### src/rtl/hpdcache_mshr_tgt.sv
// HPDcache MSHR: sets x ways of in-flight misses, each merging up to TGTS targets.
// Optional HPDCACHE_MSHR_PERF_EN adds alloc/merge pulses and a stall counter.
module hpdcache_mshr_tgt #(
    parameter int unsigned SETS    = 4,
    parameter int unsigned WAYS    = 4,
    parameter int unsigned TGTS    = 4,
    parameter int unsigned NLINE_W = 34,
    parameter int unsigned TID_W   = 6,
    parameter int unsigned SID_W   = 3,
    parameter int unsigned WORD_W  = 3,
    localparam int unsigned SET_W  = (SETS > 1) ? $clog2(SETS) : 1,
    localparam int unsigned WAY_W  = (WAYS > 1) ? $clog2(WAYS) : 1
) (
    input  logic               clk_i,
    input  logic               rst_i,
    output logic               empty_o,
    output logic               full_o,
    input  logic [NLINE_W-1:0] check_nline_i,
    output logic               hit_o,
    output logic               tgt_full_o,
    output logic               alloc_ready_o,
    input  logic               alloc_i,
    input  logic [TID_W-1:0]   alloc_req_id_i,
    input  logic [SID_W-1:0]   alloc_src_id_i,
    input  logic [WORD_W-1:0]  alloc_word_i,
    input  logic               alloc_need_rsp_i,
    input  logic               alloc_is_prefetch_i,
    output logic [WAY_W-1:0]   alloc_way_o,
    output logic               alloc_merged_o,
    input  logic               ack_i,
    input  logic [SET_W-1:0]   ack_set_i,
    input  logic [WAY_W-1:0]   ack_way_i,
    output logic               ack_ready_o,
    output logic               rsp_valid_o,
    input  logic               rsp_ready_i,
    output logic [NLINE_W-1:0] rsp_nline_o,
    output logic [TID_W-1:0]   rsp_req_id_o,
    output logic [SID_W-1:0]   rsp_src_id_o,
    output logic [WORD_W-1:0]  rsp_word_o,
    output logic               rsp_need_rsp_o,
    output logic               rsp_is_prefetch_o,
    output logic               rsp_last_o
`ifdef HPDCACHE_MSHR_PERF_EN
    ,
    output logic               perf_alloc_o,
    output logic               perf_merge_o,
    output logic [31:0]        perf_stall_cnt_o
`endif
);

    localparam int unsigned CNT_W = $clog2(TGTS + 1);
    localparam int unsigned IDX_W = (TGTS > 1) ? $clog2(TGTS) : 1;

    typedef struct packed {
        logic [TID_W-1:0]  tid;
        logic [SID_W-1:0]  sid;
        logic [WORD_W-1:0] word;
        logic              need_rsp;
        logic              is_pf;
    } tgt_t;

    typedef enum logic {IDLE, DRAIN} state_e;

    logic [SETS-1:0][WAYS-1:0] valid_q, valid_d;
    logic [SETS-1:0][WAYS-1:0] drain_q, drain_d;
    logic [NLINE_W-1:0]        nline_q [SETS][WAYS];
    logic [NLINE_W-1:0]        nline_d [SETS][WAYS];
    tgt_t                      tgt_q [SETS][WAYS][TGTS];
    tgt_t                      tgt_d [SETS][WAYS][TGTS];
    logic [CNT_W-1:0]          cnt_q [SETS][WAYS];
    logic [CNT_W-1:0]          cnt_d [SETS][WAYS];
    state_e                    state_q, state_d;
    logic [IDX_W-1:0]          idx_q, idx_d;
    logic [SET_W-1:0]          dset_q, dset_d;
    logic [WAY_W-1:0]          dway_q, dway_d;

    logic [SET_W-1:0] chk_set;
    logic             hit;
    logic             free_found;
    logic [WAY_W-1:0] hit_way;
    logic [WAY_W-1:0] free_way;
    logic [CNT_W-1:0] hit_cnt;
    tgt_t             alloc_tgt;
    tgt_t             rsp_tgt;
    logic             ack_acc;
    logic             rsp_last;
    logic             rsp_fire;

    assign chk_set = (SETS > 1) ? check_nline_i[SET_W-1:0] : '0;

    // Draining entries are still valid (not free) but never hit.
    always_comb begin
        hit        = 1'b0;
        hit_way    = '0;
        free_found = 1'b0;
        free_way   = '0;
        for (int w = int'(WAYS) - 1; w >= 0; w--) begin
            if (valid_q[chk_set][w] && !drain_q[chk_set][w] &&
                nline_q[chk_set][w] == check_nline_i) begin
                hit     = 1'b1;
                hit_way = WAY_W'(w);
            end
            if (!valid_q[chk_set][w]) begin
                free_found = 1'b1;
                free_way   = WAY_W'(w);
            end
        end
    end

    assign hit_cnt        = cnt_q[chk_set][hit_way];
    assign hit_o          = hit;
    assign tgt_full_o     = hit && (hit_cnt == CNT_W'(TGTS));
    assign alloc_merged_o = hit && !tgt_full_o;
    assign alloc_ready_o  = alloc_merged_o || (!hit && free_found);
    assign alloc_way_o    = hit ? hit_way : free_way;
    assign empty_o        = ~|valid_q;
    assign full_o         = &valid_q;

    assign alloc_tgt = '{alloc_req_id_i, alloc_src_id_i, alloc_word_i,
                         alloc_need_rsp_i, alloc_is_prefetch_i};

    assign rsp_tgt  = tgt_q[dset_q][dway_q][idx_q];
    assign rsp_last = (CNT_W'(idx_q) + CNT_W'(1)) == cnt_q[dset_q][dway_q];
    assign rsp_fire = rsp_valid_o && rsp_ready_i;
    assign ack_acc  = ack_i && ack_ready_o &&
                      valid_q[ack_set_i][ack_way_i] &&
                      !drain_q[ack_set_i][ack_way_i];

    assign ack_ready_o       = (state_q == IDLE);
    assign rsp_valid_o       = (state_q == DRAIN);
    assign rsp_nline_o       = nline_q[dset_q][dway_q];
    assign rsp_req_id_o      = rsp_tgt.tid;
    assign rsp_src_id_o      = rsp_tgt.sid;
    assign rsp_word_o        = rsp_tgt.word;
    assign rsp_need_rsp_o    = rsp_tgt.need_rsp;
    assign rsp_is_prefetch_o = rsp_tgt.is_pf;
    assign rsp_last_o        = rsp_last;

    always_comb begin
        valid_d = valid_q;
        drain_d = drain_q;
        nline_d = nline_q;
        tgt_d   = tgt_q;
        cnt_d   = cnt_q;
        state_d = state_q;
        idx_d   = idx_q;
        dset_d  = dset_q;
        dway_d  = dway_q;

        if (alloc_i && alloc_ready_o) begin
            if (alloc_merged_o) begin
                tgt_d[chk_set][alloc_way_o][IDX_W'(hit_cnt)] = alloc_tgt;
                cnt_d[chk_set][alloc_way_o] = hit_cnt + CNT_W'(1);
            end else begin
                valid_d[chk_set][alloc_way_o] = 1'b1;
                nline_d[chk_set][alloc_way_o] = check_nline_i;
                tgt_d[chk_set][alloc_way_o][0] = alloc_tgt;
                cnt_d[chk_set][alloc_way_o] = CNT_W'(1);
            end
        end

        if (rsp_fire) begin
            if (rsp_last) begin
                valid_d[dset_q][dway_q] = 1'b0;
                drain_d[dset_q][dway_q] = 1'b0;
                cnt_d[dset_q][dway_q]   = '0;
                state_d = IDLE;
            end else begin
                idx_d = idx_q + IDX_W'(1);
            end
        end

        if (ack_acc) begin
            drain_d[ack_set_i][ack_way_i] = 1'b1;
            state_d = DRAIN;
            idx_d   = '0;
            dset_d  = ack_set_i;
            dway_d  = ack_way_i;
        end
    end

    always_ff @(posedge clk_i) begin
        nline_q <= nline_d;
        tgt_q   <= tgt_d;
        if (rst_i) begin
            valid_q <= '0;
            drain_q <= '0;
            cnt_q   <= '{default: '0};
            state_q <= IDLE;
            idx_q   <= '0;
            dset_q  <= '0;
            dway_q  <= '0;
        end else begin
            valid_q <= valid_d;
            drain_q <= drain_d;
            cnt_q   <= cnt_d;
            state_q <= state_d;
            idx_q   <= idx_d;
            dset_q  <= dset_d;
            dway_q  <= dway_d;
        end
    end

`ifdef HPDCACHE_MSHR_PERF_EN
    logic        perf_alloc_q, perf_alloc_d;
    logic        perf_merge_q, perf_merge_d;
    logic [31:0] stall_cnt_q, stall_cnt_d;

    always_comb begin
        perf_alloc_d = alloc_i && alloc_ready_o && !alloc_merged_o;
        perf_merge_d = alloc_i && alloc_merged_o;
        stall_cnt_d  = stall_cnt_q;
        if (alloc_i && !alloc_ready_o && !(&stall_cnt_q)) begin
            stall_cnt_d = stall_cnt_q + 32'd1;
        end
    end

    always_ff @(posedge clk_i) begin
        if (rst_i) begin
            perf_alloc_q <= 1'b0;
            perf_merge_q <= 1'b0;
            stall_cnt_q  <= '0;
        end else begin
            perf_alloc_q <= perf_alloc_d;
            perf_merge_q <= perf_merge_d;
            stall_cnt_q  <= stall_cnt_d;
        end
    end

    assign perf_alloc_o     = perf_alloc_q;
    assign perf_merge_o     = perf_merge_q;
    assign perf_stall_cnt_o = stall_cnt_q;
`endif

`ifndef SYNTHESIS
    a_alloc_legal: assert property (@(posedge clk_i) disable iff (rst_i)
        alloc_i |-> alloc_ready_o);
    a_ack_legal: assert property (@(posedge clk_i) disable iff (rst_i)
        (ack_i && ack_ready_o) |->
        (valid_q[ack_set_i][ack_way_i] && !drain_q[ack_set_i][ack_way_i]));
`endif

endmodule
### config.mk
export PLATFORM = sky130hd
export DESIGN_NAME = hpdcache_mshr_tgt
export DESIGN_NICKNAME = d
export VERILOG_FILES = /design/src/rtl/hpdcache_mshr_tgt.sv
export SDC_FILE = /design/constraint.sdc
export NUM_CORES = 2
export LEC_CHECK = 0
export BUFFER_PORTS_ARGS = -buffer_cell sky130_fd_sc_hd__buf_4
export CAP_MARGIN = 20
export CORE_UTILIZATION = 60
export CTS_CLUSTER_DIAMETER = 80
export DETAILED_ROUTE_END_ITERATION = 10
export PLACE_DENSITY = 0.77
export RECOVER_POWER = 25
export SKIP_CTS_REPAIR_TIMING = 1
export SYNTH_ARGS = -nofsm -noshare
export SYNTH_HDL_FRONTEND = slang
export SYNTH_SLANG_ARGS = --single-unit
### constraint.sdc
create_clock -name clk_i -period 5.98 [get_ports clk_i]
set_clock_uncertainty 0.05 [all_clocks]
set_input_delay 0 -clock clk_i [delete_from_list [all_inputs] [get_ports clk_i]]
set_output_delay 0 -clock clk_i [all_outputs]
set_load 0.05 [all_outputs]
==> results.py <==
metrics = {
    "hold_path": {
        "hp-class": "in -> reg",
    },
    "final_layout": {
        "multi_input_area_sq_mm": 0.02467,
        "layout_common_cells": "1440 x edfxtp_1, 671 x nor2_1, 596 x mux4_2",
        "area_growth_pct": 12.69,
        "fillers": 7621,
        "seq_area_sq_mm": 0.04500,
        "layout.nets": 4758,
        "drive_gt1_share_pct": 26.17,
        "final_common_cell": "edfxtp_1",
    },
    "detailed_routing": {
        "route.detailed.drc": 0,
        "drt_wl_total_um": 212200,
        "first_pass_iters": 8,
        "ant_nets": 0,
        "vias_per_cell": 6.971,
        "vias": 44338,
        "drt-initial-drc-count": 6580,
        "wl_per_cell_um": 33.36,
    },
    "sta": {
        "rsz0062_at_grt": "false",
        "final-max-slew-violation-count": 166,
        "fin_crit_sh_pct": 94.95,
        "setup_viol": 0,
        "final.setup.tns_ns": 0,
        "max_freq_mhz": 176.1,
        "maxSlewHeadroom_pct": -24.58,
        "worst_pin_slew_ns": 1.869,
        "layout_min_cycle_time_ns": 5.678,
        "finalHoldViolCount": 0,
    },
    "global_routing": {
        "grt_max_degree": 94,
        "grt_use_total_pct": 35.59,
        "grt_overflow": 0,
        "grt_pass1_vias": 43266,
        "antenna_found_initial": 11,
        "use_met1_pct": 47.04,
        "use_met2_pct": 55.50,
        "grt_busiest_layer": "met2",
        "grt_pass1_wl_um": 303900,
        "grt_use_met3_pct": 9.129,
    },
    "synthesis": {
        "synth-main-ff-cell": "edfxtp_1",
        "synth_top_family_by_area": "multiplexers",
        "syn_inst": 4430,
        "muxShareOfSynthArea_pct": 19.79,
        "synth_xor_area_share_pct": 1.708,
        "synth_simple_gate_area_share_pct": 10.28,
        "ys_seq_elements": 1527,
        "synth_nets": 4490,
        "synth.distinct_cells": 99,
        "synthArstFlopShare_pct": 0,
        "synth_edf_count": 1440,
        "synth_compound_area_share_pct": 2.533,
        "yosysSeqAreaShare_pct": 63.11,
        "syn-cell-area_sq_mm": 0.07127,
        "syn_area_per_cell_sq_um": 16.09,
        "ys_warn_count": 0,
        "synth_fa_ha_area_share_pct": 0.05267,
    },
    "placed_design": {
        "gp_congestion": 0.9859,
        "place.port_buffers": 115,
        "dp_hpwl_um": 136000,
    },
    "setup_path": {
        "cp.arrival_ns": 5.63,
        "worstSetupPathType": "reg -> out",
        "start_kind": "register",
        "slowest_delay_ns": 1.46,
        "crit_path_cell_trace": "clkbuf_2, clkbuf_2, mux4_2, mux4_2, clkbuf_2",
        "critPathSlowestCell": "clkbuf_2",
        "crit_required_ns": 5.93,
        "cp-end-kind": "primary output",
        "crit_top_cell": "clkbuf_2",
        "crit_fanout": 60,
    },
    "die": {
        "row_count": 126,
        "fp.dieH_um": 346.7,
        "start_util_pct": 60.44,
        "ioPinCount": 116,
        "die-area_sq_mm": 0.1202,
        "die_w_um": 346.7,
        "core_sq_mm": 0.1179,
    },
    "power_and_ir_drop": {
        "p_seq_share_pct": 51.4,
        "combPwrFrac_pct": 7.6,
        "p_leak_nw": 24.25,
        "p_clk_share_pct": 40.9,
        "power.share.switching_pct": 23.70,
        "ir_drop_v": 0.0002954,
        "power_density_mw_per_mm2": 283.8,
        "switching_power_w": 0.005403,
        "fin_total_pwr_w": 0.02279,
        "p_int_w": 0.01739,
    },
    "clock_tree": {
        "root_buffer": "clkbuf_16",
        "h-tree-depth": 4,
        "numCtsBuffers": 157,
        "cts_tree": "done",
        "cts_sinks": 1527,
        "clk_transition_reported_paths_ns": 0.06,
        "cts.path.max_buffers": 3,
        "clock_latency_ns": 0.79,
    },
    "run": {
        "max-cap-violations": 4,
    },
    "run_status": {
        "violations": "capacitance limit, slew limit",
        "outcome": "finished with violations",
    },
}
-- flip-flops by register name, indices dropped and copies added (netlist names) --
register / cells
tgt_q: 896
nline_q: 544
cnt_q: 48
drain_q: 16
valid_q: 16
dset_q: 2
dway_q: 2
idx_q: 2
rsp_valid_o: 1
-- critical path: cells and delay by family, from the launching register on --
kind | cells | cell delay [ns]
buf+inv | 3 | 2.75
mux | 2 | 1.08
flops | 1 | 0.84
-- synth_stat cells, drive strengths merged (12+ instances only) --
cell type	instances	share of area, %
nand2b	23	0.30
xor2	29	0.36
nand3	21	0.15
inv	33	0.18
o211ai	14	0.17
or4b	17	0.24
or3	15	0.13
a21oi	40	0.29
nor3b	12	0.14
mux2i	66	0.93
dfxtp	87	2.4
nand2	112	0.59
mux4	596	19
nor2	683	3.6
nor3	65	0.68
buf	151	1.2
o22ai	19	0.18
nor4	22	0.24
nand4	44	0.39
o21ai	71	0.50
and2	355	3.1
xnor2	110	1.4
clkbuf	215	1.1
edfxtp	1440	61
or2	22	0.19
a31oi	12	0.11
-- path summary, 6_finish.rpt --
check / start / endpoint / slack [ns] / depth (start not counted)
setup reg to reg: nline_q[155] / tgt_q[779] / 0.62 / 15
hold reg to reg: cnt_q[21] / cnt_q[21] / 0.43 / 2
setup / recovery: dset_q[1] / rsp_nline_o[0] / 0.30 / 5
hold / removal: ack_set_i[1] / dset_q[1] / 0.12 / 4
-- through the flow --
step                      util, %  cell area, sq um  hold WS, ns  setup WS [ns]  cells
final                       68.11             80310       0.1165         0.3019   6360
after global routing        68.11             80310       0.1090         0.1731   6359
after global placement      63.62             75020       0.2373         0.2605   5990
after CTS                   67.79             79940      -0.5931         0.4583   6283
after detailed placement    63.71             75120       0.2486         0.2176   5999
after floorplan                 -             71270      0.04887         0.7973   4430
-- cells by family after synthesis --
logic type                 Yosys count
DFF                               1527
adders and majority gates            3
xor gates and xnor gates           139
AOI/OAI and AO/OA                  258
muxes                              664
buffers and inverters              402
and+or+nand+nor                   1437
-- per-layer routing --
metal / share of wire, % / vias up
met5: 0.054 / -
met4: 5.8 / 16
met3: 13 / 627
met2: 47 / 3323
met1: 34 / 22642
li1: - / 17730
-- final cells by class --
class                           count  area share [%]
Antenna cell                        1        0.003116
Clock buffer                      197           5.091
Clock inverter                     87          0.9051
Inverter                           36          0.1714
Multi-Input combinational cell   2501           30.72
Sequential cell                  1527           56.03
Tap cell                         1536           2.393
Timing Repair Buffer              475           4.694
-- power groups by stage --
stage          registers (W)  clock network, W  logic, W
4_1_cts               0.0117           0.00937   0.00172
6_report              0.0117           0.00933   0.00174
3_5_place_dp          0.0119                 0   0.00171
2_1_floorplan         0.0119                 0   0.00102
5_1_grt               0.0117           0.00977   0.00179
3_3_place_gp          0.0119                 0   0.00170
Note: power is estimated with default switching activity, not from simulation.
